### src/rtl/rp_adder_pkg.sv
// Shared definitions for the pipelined ripple-carry adder.
//  - RP_ADDER_DEF_WIDTH / RP_ADDER_DEF_STAGES : default configuration (32 bits, 4 stages)
//  - seg_w(width, stages)                     : bits rippled per pipeline stage
//  - stage_ctrl_t                             : per-stage control record (valid, carry out)
// The partial sum of each stage grows by one segment per stage, so it is held
// next to this record in the top rather than inside it.
package rp_adder_pkg;

  localparam int RP_ADDER_DEF_WIDTH  = 32;
  localparam int RP_ADDER_DEF_STAGES = 4;

  typedef struct packed {
    logic valid;
    logic carry;
  } stage_ctrl_t;

  function automatic int seg_w(input int width, input int stages);
    return width / stages;
  endfunction

endpackage

### src/rtl/rp_adder_seg.sv
// Combinational ripple-carry segment of SEG_W bits.
// Ports:
//  a, b   in  SEG_W  operand bits of this segment
//  ci     in  1      carry into the segment LSB
//  s      out SEG_W  segment sum
//  co     out 1      carry out of the segment MSB
//  c_msb  out 1      carry into the segment MSB (only when RP_ADDER_OVF_EN is defined)
module rp_adder_seg #(
  parameter int SEG_W = 8
) (
  input  logic [SEG_W-1:0] a,
  input  logic [SEG_W-1:0] b,
  input  logic             ci,
  output logic [SEG_W-1:0] s,
  output logic             co
`ifdef RP_ADDER_OVF_EN
  ,
  output logic             c_msb
`endif
);

  // c[i] is the carry into bit i; c[SEG_W] leaves the segment.
  logic [SEG_W:0] c;

  assign c[0] = ci;

  for (genvar gi = 0; gi < SEG_W; gi++) begin : g_bit
    assign s[gi]    = a[gi] ^ b[gi] ^ c[gi];
    assign c[gi+1]  = (a[gi] & b[gi]) | (c[gi] & (a[gi] ^ b[gi]));
  end

  assign co = c[SEG_W];

`ifdef RP_ADDER_OVF_EN
  assign c_msb = c[SEG_W-1];
`endif

endmodule

### src/rtl/rp_adder_pipe.sv
// Pipelined ripple-carry adder with valid/ready handshake.
// A WIDTH-bit add is split into STAGES segments of WIDTH/STAGES bits; stage k
// ripples segment k using the registered carry of stage k-1. Higher operand
// bits ride along with the token until their stage. Latency is STAGES cycles,
// throughput one result per cycle. The whole pipe shifts when the output is
// empty or being taken, and freezes otherwise.
// Optional feature: define RP_ADDER_OVF_EN to add the registered signed-overflow
// output ovf (carry into MSB XOR carry out).
// Ports:
//  clk        in   1      clock, rising edge
//  rst        in   1      synchronous active-high reset
//  in_valid   in   1      a/b/cin valid
//  in_ready   out  1      operands accepted this cycle
//  a, b       in   WIDTH  operands
//  cin        in   1      carry in
//  out_valid  out  1      sum/cout valid
//  out_ready  in   1      downstream accepts result
//  sum        out  WIDTH  low WIDTH bits of a+b+cin
//  cout       out  1      carry out of bit WIDTH-1
//  ovf        out  1      signed overflow (RP_ADDER_OVF_EN only)
module rp_adder_pipe
  import rp_adder_pkg::*;
#(
  parameter int WIDTH  = RP_ADDER_DEF_WIDTH,
  parameter int STAGES = RP_ADDER_DEF_STAGES
) (
  input  logic             clk,
  input  logic             rst,
  input  logic             in_valid,
  output logic             in_ready,
  input  logic [WIDTH-1:0] a,
  input  logic [WIDTH-1:0] b,
  input  logic             cin,
  output logic             out_valid,
  input  logic             out_ready,
  output logic [WIDTH-1:0] sum,
  output logic             cout
`ifdef RP_ADDER_OVF_EN
  ,
  output logic             ovf
`endif
);

  localparam int SEG = seg_w(WIDTH, STAGES);

  if ((STAGES < 1) || (STAGES > WIDTH) || ((WIDTH % STAGES) != 0)) begin : g_param_check
    $error("rp_adder_pipe: WIDTH must be a multiple of STAGES and 1 <= STAGES <= WIDTH");
  end

  // Single shift enable for every stage; bubbles are kept in place.
  logic advance;
  assign advance  = !out_valid || out_ready;
  assign in_ready = advance;

  for (genvar gi = 0; gi < STAGES; gi++) begin : stage
    localparam int LO     = gi * SEG;        // first bit rippled here
    localparam int SRC_W  = WIDTH - LO;      // operand bits not yet summed on entry
    localparam int PEND_W = SRC_W - SEG;     // operand bits still pending on exit

    logic [SRC_W-1:0]  src_a;
    logic [SRC_W-1:0]  src_b;
    logic              src_ci;
    logic              src_valid;
    logic [LO+SEG-1:0] psum_next;
    logic [SEG-1:0]    seg_s;
    logic              seg_co;

    logic [LO+SEG-1:0] psum_reg;
    stage_ctrl_t       ctrl_reg;

    if (gi == 0) begin : g_src
      assign src_a     = a;
      assign src_b     = b;
      assign src_ci    = cin;
      assign src_valid = in_valid;
      assign psum_next = seg_s;
    end else begin : g_src
      assign src_a     = stage[gi-1].g_pend.a_pend_reg;
      assign src_b     = stage[gi-1].g_pend.b_pend_reg;
      assign src_ci    = stage[gi-1].ctrl_reg.carry;
      assign src_valid = stage[gi-1].ctrl_reg.valid;
      assign psum_next = {seg_s, stage[gi-1].psum_reg};
    end

`ifdef RP_ADDER_OVF_EN
    logic seg_c_msb;
`endif

    rp_adder_seg #(
      .SEG_W (SEG)
    ) u_seg (
      .a     (src_a[SEG-1:0]),
      .b     (src_b[SEG-1:0]),
      .ci    (src_ci),
      .s     (seg_s),
      .co    (seg_co)
`ifdef RP_ADDER_OVF_EN
      ,
      .c_msb (seg_c_msb)
`endif
    );

    always_ff @(posedge clk) begin
      if (rst) begin
        ctrl_reg <= '0;
        psum_reg <= '0;
      end else if (advance) begin
        ctrl_reg.valid <= src_valid;
        ctrl_reg.carry <= seg_co;
        psum_reg       <= psum_next;
      end
    end

    // Operand delay line: only the bits of later segments are carried forward.
    if (PEND_W > 0) begin : g_pend
      logic [PEND_W-1:0] a_pend_reg;
      logic [PEND_W-1:0] b_pend_reg;

      always_ff @(posedge clk) begin
        if (rst) begin
          a_pend_reg <= '0;
          b_pend_reg <= '0;
        end else if (advance) begin
          a_pend_reg <= src_a[SRC_W-1:SEG];
          b_pend_reg <= src_b[SRC_W-1:SEG];
        end
      end
    end

`ifdef RP_ADDER_OVF_EN
    // Only the last segment holds the MSB, so only it registers overflow.
    if (gi == STAGES - 1) begin : g_ovf
      logic ovf_reg;

      always_ff @(posedge clk) begin
        if (rst) begin
          ovf_reg <= 1'b0;
        end else if (advance) begin
          ovf_reg <= seg_c_msb ^ seg_co;
        end
      end
    end
`endif
  end

  assign sum       = stage[STAGES-1].psum_reg;
  assign cout      = stage[STAGES-1].ctrl_reg.carry;
  assign out_valid = stage[STAGES-1].ctrl_reg.valid;

`ifdef RP_ADDER_OVF_EN
  assign ovf = stage[STAGES-1].g_ovf.ovf_reg;
`endif

endmodule
### config.mk
export PLATFORM = sky130hd
export DESIGN_NAME = rp_adder_pipe
export DESIGN_NICKNAME = d
export VERILOG_FILES = /design/src/rtl/rp_adder_pkg.sv /design/src/rtl/rp_adder_seg.sv /design/src/rtl/rp_adder_pipe.sv
export SDC_FILE = /design/constraint.sdc
export NUM_CORES = 1
export LEC_CHECK = 0
export BUFFER_PORTS_ARGS = -buffer_cell sky130_fd_sc_hd__buf_2
export CAP_MARGIN = 20
export CORE_ASPECT_RATIO = 0.6
export CORE_MARGIN = 10
export CORE_UTILIZATION = 45
export DETAILED_ROUTE_END_ITERATION = 8
export PLACE_DENSITY_LB_ADDON = 0.1
export SYNTH_ARGS = -nofsm -noshare
export SYNTH_HDL_FRONTEND = slang
export SYNTH_SLANG_ARGS = --single-unit
### constraint.sdc
create_clock -name clk -period 5.8 [get_ports clk]
set_clock_uncertainty 0.05 [all_clocks]
set_input_delay 0.58 -clock clk [delete_from_list [all_inputs] [get_ports clk]]
set_output_delay 0.58 -clock clk [all_outputs]
set_load 0.02 [all_outputs]
After elaboration in Yosys (flattened, before gate mapping) --
Cells that the tools add are included.
Storage, ports and cells: input bits 69, flip-flop bits (word level) 184
Cells by class: bitwise logic cells 160, reductions and logical operators 2
Operators by type and width (number):
- $and A1 B1 Y1 | 64
- $xor A1 B1 Y1 | 64
- $or A1 B1 Y1 | 32
- $logic_not A1 Y1 | 1
- $logic_or A1 B1 Y1 | 1

Depth between registers and ports, before layout --
Gate-level depths: netlist of the first run.
word-level depth 17, mapped depth 12, gate-level depth less buffers 12

Modules after synthesis --
Synthesis of the first run repeated with hierarchy kept, for this count alone.
Unflattened totals: cell total of the unflattened synthesis 779, area, all modules 8333.0 µm²
Modules (own cells, without submodules):
- rp_adder_pipe | cells an instance 707, area each 7542.2 µm², times used 1, sequential area each 3683.5 µm²
- rp_adder_seg | cells an instance 18, area each 197.7 µm², times used 4, sequential area each 0.0 µm²

Worst setup path after synthesis of the first run --
OpenSTA, ideal clock, no wires.
path kind input to register, start point input a[0], end point register stage[0].psum_reg[7], slack 1933 ps, data arrival time 3732 ps, cell stages on the path 12, setup time 86 ps, required time 5664 ps, cell sequence fa_1 inv_1 fa_1 inv_1 fa_1 fa_1 fa_1 fa_1 fa_1 inv_1 fa_1 a211oi_1
Between the ends: word-level cells in the longest chain between the ends 16, elaborated cells between the ends (all ways) 17, classes of those cells bitwise: 17
Ends and longest elaborated chain:
- start: declaration | RTL line rp_adder_pipe.sv:31 | input logic [WIDTH-1:0] a,
- $xor A1 B1 Y1 | RTL line rp_adder_seg.sv:29 | assign c[gi+1] = (a[gi] & b[gi]) | (c[gi] & (a[gi] ^ b[gi]));
- $and A1 B1 Y1 | RTL line rp_adder_seg.sv:29
- $or A1 B1 Y1 * | RTL line rp_adder_seg.sv:29
- $and A1 B1 Y1 * | RTL line rp_adder_seg.sv:29
- $or A1 B1 Y1 * | RTL line rp_adder_seg.sv:29
- $and A1 B1 Y1 * | RTL line rp_adder_seg.sv:29
- $or A1 B1 Y1 * | RTL line rp_adder_seg.sv:29
- $and A1 B1 Y1 * | RTL line rp_adder_seg.sv:29
- $or A1 B1 Y1 * | RTL line rp_adder_seg.sv:29
- $and A1 B1 Y1 * | RTL line rp_adder_seg.sv:29
- $or A1 B1 Y1 * | RTL line rp_adder_seg.sv:29
- $and A1 B1 Y1 * | RTL line rp_adder_seg.sv:29
- $or A1 B1 Y1 * | RTL line rp_adder_seg.sv:29
- $and A1 B1 Y1 * | RTL line rp_adder_seg.sv:29
- $or A1 B1 Y1 * | RTL line rp_adder_seg.sv:29
- $xor A1 B1 Y1 * | RTL line rp_adder_seg.sv:28 | assign s[gi] = a[gi] ^ b[gi] ^ c[gi];
- end signal: assignment | RTL line rp_adder_pipe.sv:110 | psum_reg <= psum_next;
- end: declaration | RTL line rp_adder_pipe.sv:68 | logic [LO+SEG-1:0] psum_reg;
Mark *: on every way between the ends. The rest lies on a longest branch, timed or not. A chain may end at the register's enable or synchronous reset.

Worst setup path in the final report of the first run --
start point register stage[0].g_pend.a_pend_reg[0], end point register stage[1].psum_reg[15]
Between the ends: word-level cells in the longest chain between the ends 16, elaborated cells between the ends (all ways) 17, classes of those cells bitwise: 17
Ends and longest elaborated chain:
- start: declaration | RTL line rp_adder_pipe.sv:116 | logic [PEND_W-1:0] a_pend_reg;
- start signal: assignment | RTL line rp_adder_pipe.sv:124 | a_pend_reg <= src_a[SRC_W-1:SEG];
- $xor A1 B1 Y1 | RTL line rp_adder_seg.sv:29
- $and A1 B1 Y1 | RTL line rp_adder_seg.sv:29
- $or A1 B1 Y1 * | RTL line rp_adder_seg.sv:29
- $and A1 B1 Y1 * | RTL line rp_adder_seg.sv:29
- $or A1 B1 Y1 * | RTL line rp_adder_seg.sv:29
- $and A1 B1 Y1 * | RTL line rp_adder_seg.sv:29
- $or A1 B1 Y1 * | RTL line rp_adder_seg.sv:29
- $and A1 B1 Y1 * | RTL line rp_adder_seg.sv:29
- $or A1 B1 Y1 * | RTL line rp_adder_seg.sv:29
- $and A1 B1 Y1 * | RTL line rp_adder_seg.sv:29
- $or A1 B1 Y1 * | RTL line rp_adder_seg.sv:29
- $and A1 B1 Y1 * | RTL line rp_adder_seg.sv:29
- $or A1 B1 Y1 * | RTL line rp_adder_seg.sv:29
- $and A1 B1 Y1 * | RTL line rp_adder_seg.sv:29
- $or A1 B1 Y1 * | RTL line rp_adder_seg.sv:29
- $xor A1 B1 Y1 * | RTL line rp_adder_seg.sv:28
- end signal: assignment | RTL line rp_adder_pipe.sv:110
- end: declaration | RTL line rp_adder_pipe.sv:68
Marked as above.

==> results_dict.tcl, run 1 <==
set metrics [dict create \
    status "finished clean" \
    synth_cell_type_count 18 \
    reg2reg_slack_ps 2000 \
    root_buffer "clkbuf_16" \
    postPlaceCellArea_um2 8781 \
    ys_warn_count 0 \
    mostFrequentLayoutCells "dfxtp_1 (183), nand2b_1 (171), buf_2 (102)" \
    path_delay_family "adder cells" \
    cellPowerDensity_nw_per_um2 290.8 \
    cts_resized 0 \
    drc 0 \
    end_kind "register" \
    worstSetupPathType "reg2reg" \
    clockBufferDepth 2 \
    cts_setup_buffers 0 \
    rr_endpoint "stage[1].psum_reg[15]$_SDFFE_PP0P_" \
    critPathSlowestCell "fa_1" \
    critical_path_required_ps 6080 \
    wire_per_inst_um 16.92 \
    critical_path.startpoint_type "register" \
    vdd_drop_max_mv 0.1617 \
    syn_area_per_cell_um2 10.84 \
    leakagePower_uw 0.003497 \
    cts_made_buffers 17 \
    reg2reg_depth 12 \
    cts_num_sinks 184 \
    die-area_um2 24340 \
    rows 38 \
    drv_slew 0 \
    clock_latency_ps 430 \
    fmax_ghz 0.2631 \
    h-tree-depth 4 \
    stdcell_count 1073 \
    num_vias 5447 \
    cpMostUsedCell "fa_1" \
    hold_class "in2reg" \
    drive_gt1_frac 0.1705 \
    drv_cap 0 \
    layout.nets 921 \
    crit_path_max_incr_delay_ps 410 \
    overflow 0 \
    die_h_um 124.9 \
    gp_congestion 0.8207 \
    rsz0062_at_grt "no" \
    ys_seq_area_frac 0.4461 \
    period_minus_slack_ps 3801 \
    start_util 0.4582 \
    grt_pass1_wl_mm 29.12 \
    place_hpwl_mm 11.56 \
    setup_violations 0 \
    initialDrtViolationCount 367 \
    grt_pass1_vias 5290 \
    fillCellCount 1680 \
    whs_path_depth 3 \
    area_growth_pct 13.14 \
    worstHoldEndpoint "stage[0].g_pend.b_pend_reg[18]$_SDFFE_PP0P_" \
    worstPathCellList "fa_1 -> inv_1 -> fa_1 -> inv_1 -> fa_1 -> fa_1 -> fa_1 -> fa_1 -> fa_1 -> inv_1 -> fa_1 -> a211oi_1" \
    placedCellCount 1041 \
    postRouteAntennaNets 0 \
    gr-usage-all-layers 0.1457 \
    synth_seq_cells 184 \
    cts_tree "yes" \
    grt_max_degree 168 \
    synth_nets 863 \
    first_pass_iters 4 \
    postSynthCellCount 762 \
    numPortBuffers 103 \
    clk_pin_slew_ps 70 \
    wl_mm 18.15 \
    post-route-cell-area_um2 9341 \
    vias_per_cell 5.076 \
    netlist_area_um2 8257 \
    antenna_cells 0 \
    worst_pin_slew_ps 924.2 \
    finalHoldViolations 0 \
    io_pins 104 \
    maxSlewHeadroom 0.3839 \
    antenna_found_initial 1 \
    worstPathMaxFanout 2 \
    critical_path_buf_inv_count 3 \
    final_common_cell "dfxtp_1" \
    r2r-start "stage[0].g_pend.a_pend_reg[0]$_SDFFE_PP0P_" \
    die_w_um 194.9 \
    min_from "b[26]" \
    arrival_ps 4090 \
    finalCritPeriodShare 0.6554 \
    setup-tns-final_ps 0 \
    hold_buffers 0 \
    core_um2 18020 \
]
[synth_stat cells]
library cell / instances / share of area
clkbuf_1: 47 / 0.021
nand4bb_1: 28 / 0.038
inv_1: 29 / 0.013
inv_2: 1 / 0.00045
o21ai_1: 37 / 0.022
or4bb_1: 51 / 0.070
dfxtp_1: 184 / 0.45
nor3b_1: 12 / 0.011
o21ai_0: 42 / 0.025
nor2b_2: 1 / 0.0011
mux2i_1: 92 / 0.11
buf_6: 7 / 0.0095
buf_4: 8 / 0.0073
a21oi_1: 1 / 0.00061
a211oi_1: 12 / 0.011
nand2b_1: 171 / 0.13
buf_2: 7 / 0.0042
fa_1: 32 / 0.078
[per-stage QoR]
stage | worst slack [ps] | hold WS (ps) | total power (uW) | utilization
floorplan | 1933 | 370.5 | 1547 | -
global placement | 1688 | 379.4 | 1623 | 0.4873
detailed placement | 1591 | 373.7 | 1633 | 0.4873
CTS | 1979 | 326.7 | 2749 | 0.5184
global route | 1853 | 333.7 | 2830 | 0.5184
finish | 1999 | 346.8 | 2717 | 0.5184
[how the worst max path moves through the flow]
stage                                                from                                  to  slack [ps]  cells after the start
3_3_place_gp                                         a[0]   stage[0].psum_reg[7]$_SDFFE_PP0P_        1690                     13
2_1_floorplan                                        a[0]   stage[0].psum_reg[7]$_SDFFE_PP0P_        1930                     12
4_1_cts        stage[0].g_pend.a_pend_reg[0]$_SDFFE_PP0P_  stage[1].psum_reg[15]$_SDFFE_PP0P_        1980                     12
5_1_grt        stage[0].g_pend.a_pend_reg[0]$_SDFFE_PP0P_  stage[1].psum_reg[15]$_SDFFE_PP0P_        1850                     12
6_report       stage[0].g_pend.a_pend_reg[0]$_SDFFE_PP0P_  stage[1].psum_reg[15]$_SDFFE_PP0P_        2000                     12
3_5_place_dp                                         a[0]   stage[0].psum_reg[7]$_SDFFE_PP0P_        1590                     13
[layout make-up]
cell class,instances,area (um2),share of cell area
Clock buffer,19,442.9,0.04741
Multi-Input combinational cell,479,4115,0.4405
Tap cell,240,300.3,0.03215
Timing Repair Buffer,108,568.0,0.06081
Sequential cell,184,3685,0.3945
Inverter,30,112.6,0.01205
Clock inverter,13,117.6,0.01259
[cells by family (layout without fill, tap and decap cells)]
family | after synthesis | count (layout) | share of synthesized area
muxes | 92 | 92 | 0.1115
DFF | 184 | 184 | 0.4461
adders and majority gates | 32 | 32 | 0.07759
and+or+nand+nor | 263 | 263 | 0.2493
buffers and inverters | 99 | 170 | 0.05607
AOI/OAI and AO/OA | 92 | 92 | 0.05940
[worst register-to-register path: stages (launching register included)]
cell and delay, ps:
dfxtp_1 330, fa_1 410, inv_1 80, fa_1 170
inv_1 60, fa_1 370, fa_1 390, fa_1 390
fa_1 390, fa_1 390, inv_1 80, fa_1 400
a211oi_1 200
[power breakdown]
part           leakage [uW]  switching, uW  internal (uW)  total (uW)
Clock              0.000280            506            609        1120
Sequential          0.00151           29.6           1330        1360
Combinational       0.00170            128            109         237
[routing by layer]
layer  global-route usage  part of all wire  up-vias
li1                     -                 -     2742
met5                    0                 0        -
met1               0.2215              0.54     2603
met2               0.1909              0.41       98
met4              0.04159            0.0031        0
met3              0.04247             0.050        4
No activity file was read; power rests on OpenSTA's default activity.
==> run 2, diff against run 1 <==
clock period = 3.8 ns   (was 5.8 ns; I/O delays follow)
==> results_dict.tcl, run 2 (same netlist as run 1, synthesis figures left out) <==
set metrics [dict create \
    final_common_cell "dfxtp_1" \
    clockBufferDepth 2 \
    finalHoldViolations 0 \
    io_pins 104 \
    worstSetupPathType "reg2reg" \
    overflow 0 \
    fin_util 0.5247 \
    drc 0 \
    clk_pin_slew_ps 70 \
    status "finished clean" \
    setup-tns-final_ps 0 \
    start_util 0.4582 \
    end_kind "register" \
    layout.nets 923 \
    cts_num_sinks 184 \
    first_pass_iters 4 \
    vias_per_cell 5.074 \
    place_hpwl_mm 12.11 \
    critical_path_required_ps 4090 \
    maxSlewHeadroom 0.3437 \
    drv_slew 0 \
    gp_congestion 0.7941 \
    finalCritPeriodShare 0.9637 \
    hold_class "in2reg" \
    antenna_found_initial 0 \
    critical_path.startpoint_type "register" \
    h-tree-depth 4 \
    cts_made_buffers 17 \
    mostFrequentLayoutCells "dfxtp_1 (183), nand2b_1 (171), buf_2 (102)" \
    root_buffer "clkbuf_16" \
    arrival_ps 3950 \
    postRouteAntennaNets 0 \
    gr-usage-all-layers 0.1494 \
    grt_pass1_wl_mm 30.06 \
    leakagePower_uw 0.003513 \
    area_growth_pct 14.52 \
    worst_pin_slew_ps 984.4 \
    initialDrtViolationCount 429 \
    worstPathMaxFanout 2 \
    core_um2 18020 \
    drive_gt1_frac 0.1880 \
    die-area_um2 24340 \
    clock_latency_ps 430 \
    wl_mm 18.35 \
    antenna_cells 0 \
    num_vias 5455 \
    grt_max_degree 121 \
    wire_per_inst_um 17.07 \
    vdd_drop_max_mv 0.2629 \
    stdcell_count 1075 \
    drv_cap 0 \
    period_minus_slack_ps 3662 \
    cts_setup_buffers 0 \
    numPortBuffers 103 \
    setup_violations 0 \
    cts_tree "yes" \
    die_h_um 124.9 \
    rows 38 \
    hold_ws_ps 150.2 \
    grt_pass1_vias 5543 \
    cellPowerDensity_nw_per_um2 451.4 \
    placedCellCount 1043 \
    fmax_ghz 0.2731 \
    die_w_um 194.9 \
    finalPower_uw 4268 \
]
[run 2: cell count changes in the layout (fill, tap and decap cells not counted), moves of 2 or more]
cell / delta
fa_1: -10
fa_2: +10
clkinv_2: -5
clkinv_4: +4
inv_8: +3
a211oi_1: -2
a211oi_2: +2
inv_6: -2
[run 2: area by class of cell]
| class | instances | area, um2 |
|---|---|---|
| tap | 240 | 300.3 |
| multi-input combinational | 479 | 4150 |
| fill | 1629 | 8564 |
| timing repair buffer | 110 | 595.6 |
| sequential | 184 | 3685 |
| clock buffer | 18 | 429.2 |
| inverter | 30 | 112.6 |
| clock inverter | 14 | 182.7 |
[run 2: layer usage]
metal	up-vias	share of wire	track usage	wire length, um
li1	2729	-	-	-
met1	2609	0.53	0.2263	9805
met2	113	0.41	0.1997	7482
met3	4	0.052	0.04274	948
met4	0	0.0061	0.03712	111
met5	-	0	0	0
[run 2: report_power, final]
| group | leakage, uW | internal (uW) | switching [uW] |
|---|---|---|---|
| logic | 0.00170 | 170 | 195 |
| clock network | 0.000300 | 1000 | 812 |
| registers | 0.00151 | 2040 | 49.6 |
| total | 0.00351 | 3210 | 1060 |
[run 2: what timing repair did]
item                                    in CTS  in global routing
endpoints found under the setup margin       0                  3
gates resized for setup                      0                 13
hold buffers                                 0                  0
[run 2: final timing paths]
path | startpoint | slack (ps) | endpoint | depth (start not counted)
worst min-delay path | b[23] | 150 | stage[0].g_pend.b_pend_reg[15]$_SDFFE_PP0P_ | 3
worst max-delay path | stage[1].g_pend.a_pend_reg[0]$_SDFFE_PP0P_ | 140 | stage[2].psum_reg[23]$_SDFFE_PP0P_ | 12
worst max register to register | stage[1].g_pend.a_pend_reg[0]$_SDFFE_PP0P_ | 140 | stage[2].psum_reg[23]$_SDFFE_PP0P_ | 12
worst min register to register | stage[3].src_valid$_SDFFE_PP0P_ | 400 | out_valid$_SDFFE_PP0P_ | 2
[run 2: through the flow]
| step | area (um2) | setup slack, ps |
|---|---|---|
| floorplan | 8257 | 132.8 |
| detailed placement | 8808 | -224.4 |
| global route | 9455 | -9.428 |
| CTS | 9420 | 10.79 |
| finish | 9455 | 137.8 |
| global placement | 8808 | -113.4 |
[run 2: critical path, stage by stage (launching register included)]
cell and delay [ps]:
dfxtp_1 330, fa_1 420, inv_1 90, fa_1 160, inv_1 50, fa_1 380
fa_2 360, fa_2 350, fa_2 340, fa_1 360, inv_1 80, fa_1 410
a211oi_1 200
==> run 3, diff against run 2 <==
==> constraint.sdc (replaced) <==
create_clock -name clk -period 3.8 [get_ports clk]
set_clock_uncertainty 0.05 [all_clocks]
set_input_delay 1.14 -clock clk [delete_from_list [all_inputs] [get_ports clk]]
set_output_delay 1.14 -clock clk [all_outputs]
set_load 0.02 [all_outputs]
==> results_dict.tcl, run 3 (same netlist as run 1, synthesis figures left out) <==
set metrics [dict create \
    violations "setup timing" \
    combPwrFrac 0.088 \
    hold_ws_ps 385.0 \
    grt_max_degree 168 \
    die-area_um2 24340 \
    cellPowerDensity_nw_per_um2 449.7 \
    first_pass_iters 4 \
    finalCritPeriodShare 1.057 \
    fillCellCount 1640 \
    gr-usage-all-layers 0.1490 \
    drv_slew 0 \
    worstPathMaxFanout 1 \
    layout.nets 924 \
    finalPower_uw 4276 \
    status "finished, violations left" \
    initialDrtViolationCount 370 \
    antenna_cells 0 \
    setup-tns-final_ps -214.7 \
    crit_path_max_incr_delay_ps 420 \
    intPower_uw 3220 \
    drv_cap 0 \
    setup_violations 1 \
    clk_pin_slew_ps 70 \
    p_sw_uw 1056 \
    critical_path_required_ps 4110 \
    arrival_ps 4320 \
    cts_num_sinks 184 \
    cts_tree "yes" \
    final_common_cell "dfxtp_1" \
    rows 38 \
    route.met3.wl_um 836 \
    p_sw_frac 0.2469 \
    multi_input_area_um2 4180 \
    antenna_found_initial 0 \
    period_minus_slack_ps 4015 \
    hold_class "reg2reg" \
    top_layer "met4" \
    vdd_drop_max_mv 0.2724 \
    wl_met1_mm 9.754 \
    post-place-ws_ps -712.4 \
    clock_latency_ps 440 \
    drive_gt1_frac 0.2069 \
    leakagePower_uw 0.003509 \
    die_w_um 194.9 \
    numPortBuffers 103 \
    cts_made_buffers 17 \
    overflow 0 \
    wire_per_inst_um 16.98 \
    root_buffer "clkbuf_16" \
    postRouteAntennaNets 0 \
    num_vias 5401 \
    critPathSlowestCell "fa_2" \
    worstPathCellList "buf_6 -> fa_2 -> inv_2 -> fa_2 -> inv_2 -> fa_2 -> fa_2 -> fa_2 -> fa_2 -> fa_2 -> inv_2 -> fa_2 -> a211oi_2" \
    critical_path.startpoint_type "primary input" \
    clockBufferDepth 2 \
    mostFrequentLayoutCells "dfxtp_1 (182), nand2b_1 (171), buf_2 (100)" \
    pwr-share-clk 0.424 \
    routed-wl-met2_mm 7.501 \
    hold_buffers 0 \
    drc 0 \
    area_growth_pct 15.15 \
    register_area_um2 3686 \
    finalHoldViolations 0 \
    end_kind "register" \
    setup_ws_ps -214.7 \
    grt_pass1_vias 5421 \
    cpMostUsedCell "fa_2" \
    core_um2 18020 \
    die_h_um 124.9 \
    vias_per_cell 5.020 \
    h-tree-depth 4 \
    maxSlewHeadroom 0.3449 \
    rsz0062_at_grt "yes" \
    wl_mm 18.27 \
    gp_congestion 0.7557 \
    place_hpwl_mm 11.72 \
    start_util 0.4582 \
    worstSetupPathType "in2reg" \
    worst_pin_slew_ps 982.7 \
    fmax_ghz 0.2491 \
    grt_pass1_wl_mm 29.64 \
    io_pins 104 \
    power_frac_seq 0.487 \
]
-- run 3: critical path, delay by kind of cell --
family / cells / cell delay [ps]
AO/OA/AOI/OAI: 1 / 170
adder cells (fa/ha/maj): 8 / 2760
buffers and inverters: 4 / 250
-- run 3: cell type report --
type	count	share of cell area
Multi-Input combinational cell	479	0.4397
Timing Repair Buffer	111	0.06606
Clock buffer	18	0.04619
Tap cell	240	0.03158
Clock inverter	14	0.01698
Sequential cell	184	0.3877
Inverter	30	0.01184
-- run 3: layer usage --
layer / vias to the layer above / track usage
li1: 2726 / -
met1: 2566 / 0.2217
met2: 94 / 0.2033
met3: 15 / 0.04220
met4: 0 / 0.03891
met5: - / 0
-- run 3: path summary, 6_finish.rpt --
path / from / end / slack, ps / depth (start not counted)
max: a[0] / stage[0].psum_reg[7]$_SDFFE_PP0P_ / -210 / 13
min: stage[3].src_valid$_SDFFE_PP0P_ / out_valid$_SDFFE_PP0P_ / 390 / 2
max reg2reg: stage[0].g_pend.a_pend_reg[0]$_SDFFE_PP0P_ / stage[1].psum_reg[15]$_SDFFE_PP0P_ / 110 / 12
min reg2reg: stage[3].src_valid$_SDFFE_PP0P_ / out_valid$_SDFFE_PP0P_ / 390 / 2
-- run 3: stage by stage --
| step | util | instances | instance area, um2 |
|---|---|---|---|
| after floorplan | - | 762 | 8277 |
| after global placement | 0.4910 | 1044 | 8848 |
| after detailed placement | 0.4910 | 1044 | 8848 |
| after CTS | 0.5254 | 1076 | 9468 |
| after global routing | 0.5276 | 1076 | 9508 |
| final | 0.5276 | 1076 | 9508 |
-- run 3: power groups by stage --
stage	registers [uW]	logic (uW)	clock network, uW
2_1_floorplan	2130	233	0
3_3_place_gp	2120	363	0
3_5_place_dp	2130	374	0
4_1_cts	2080	379	1860
5_1_grt	2090	425	1940
6_report	2080	378	1810
-- run 3: timing repair --
action / CTS / global route
resized for setup: 5 / 13
gates cloned: 0 / 0
pin swaps: 1 / 2
setup buffers: 0 / 0
endpoints found under the setup margin: 3 / 4
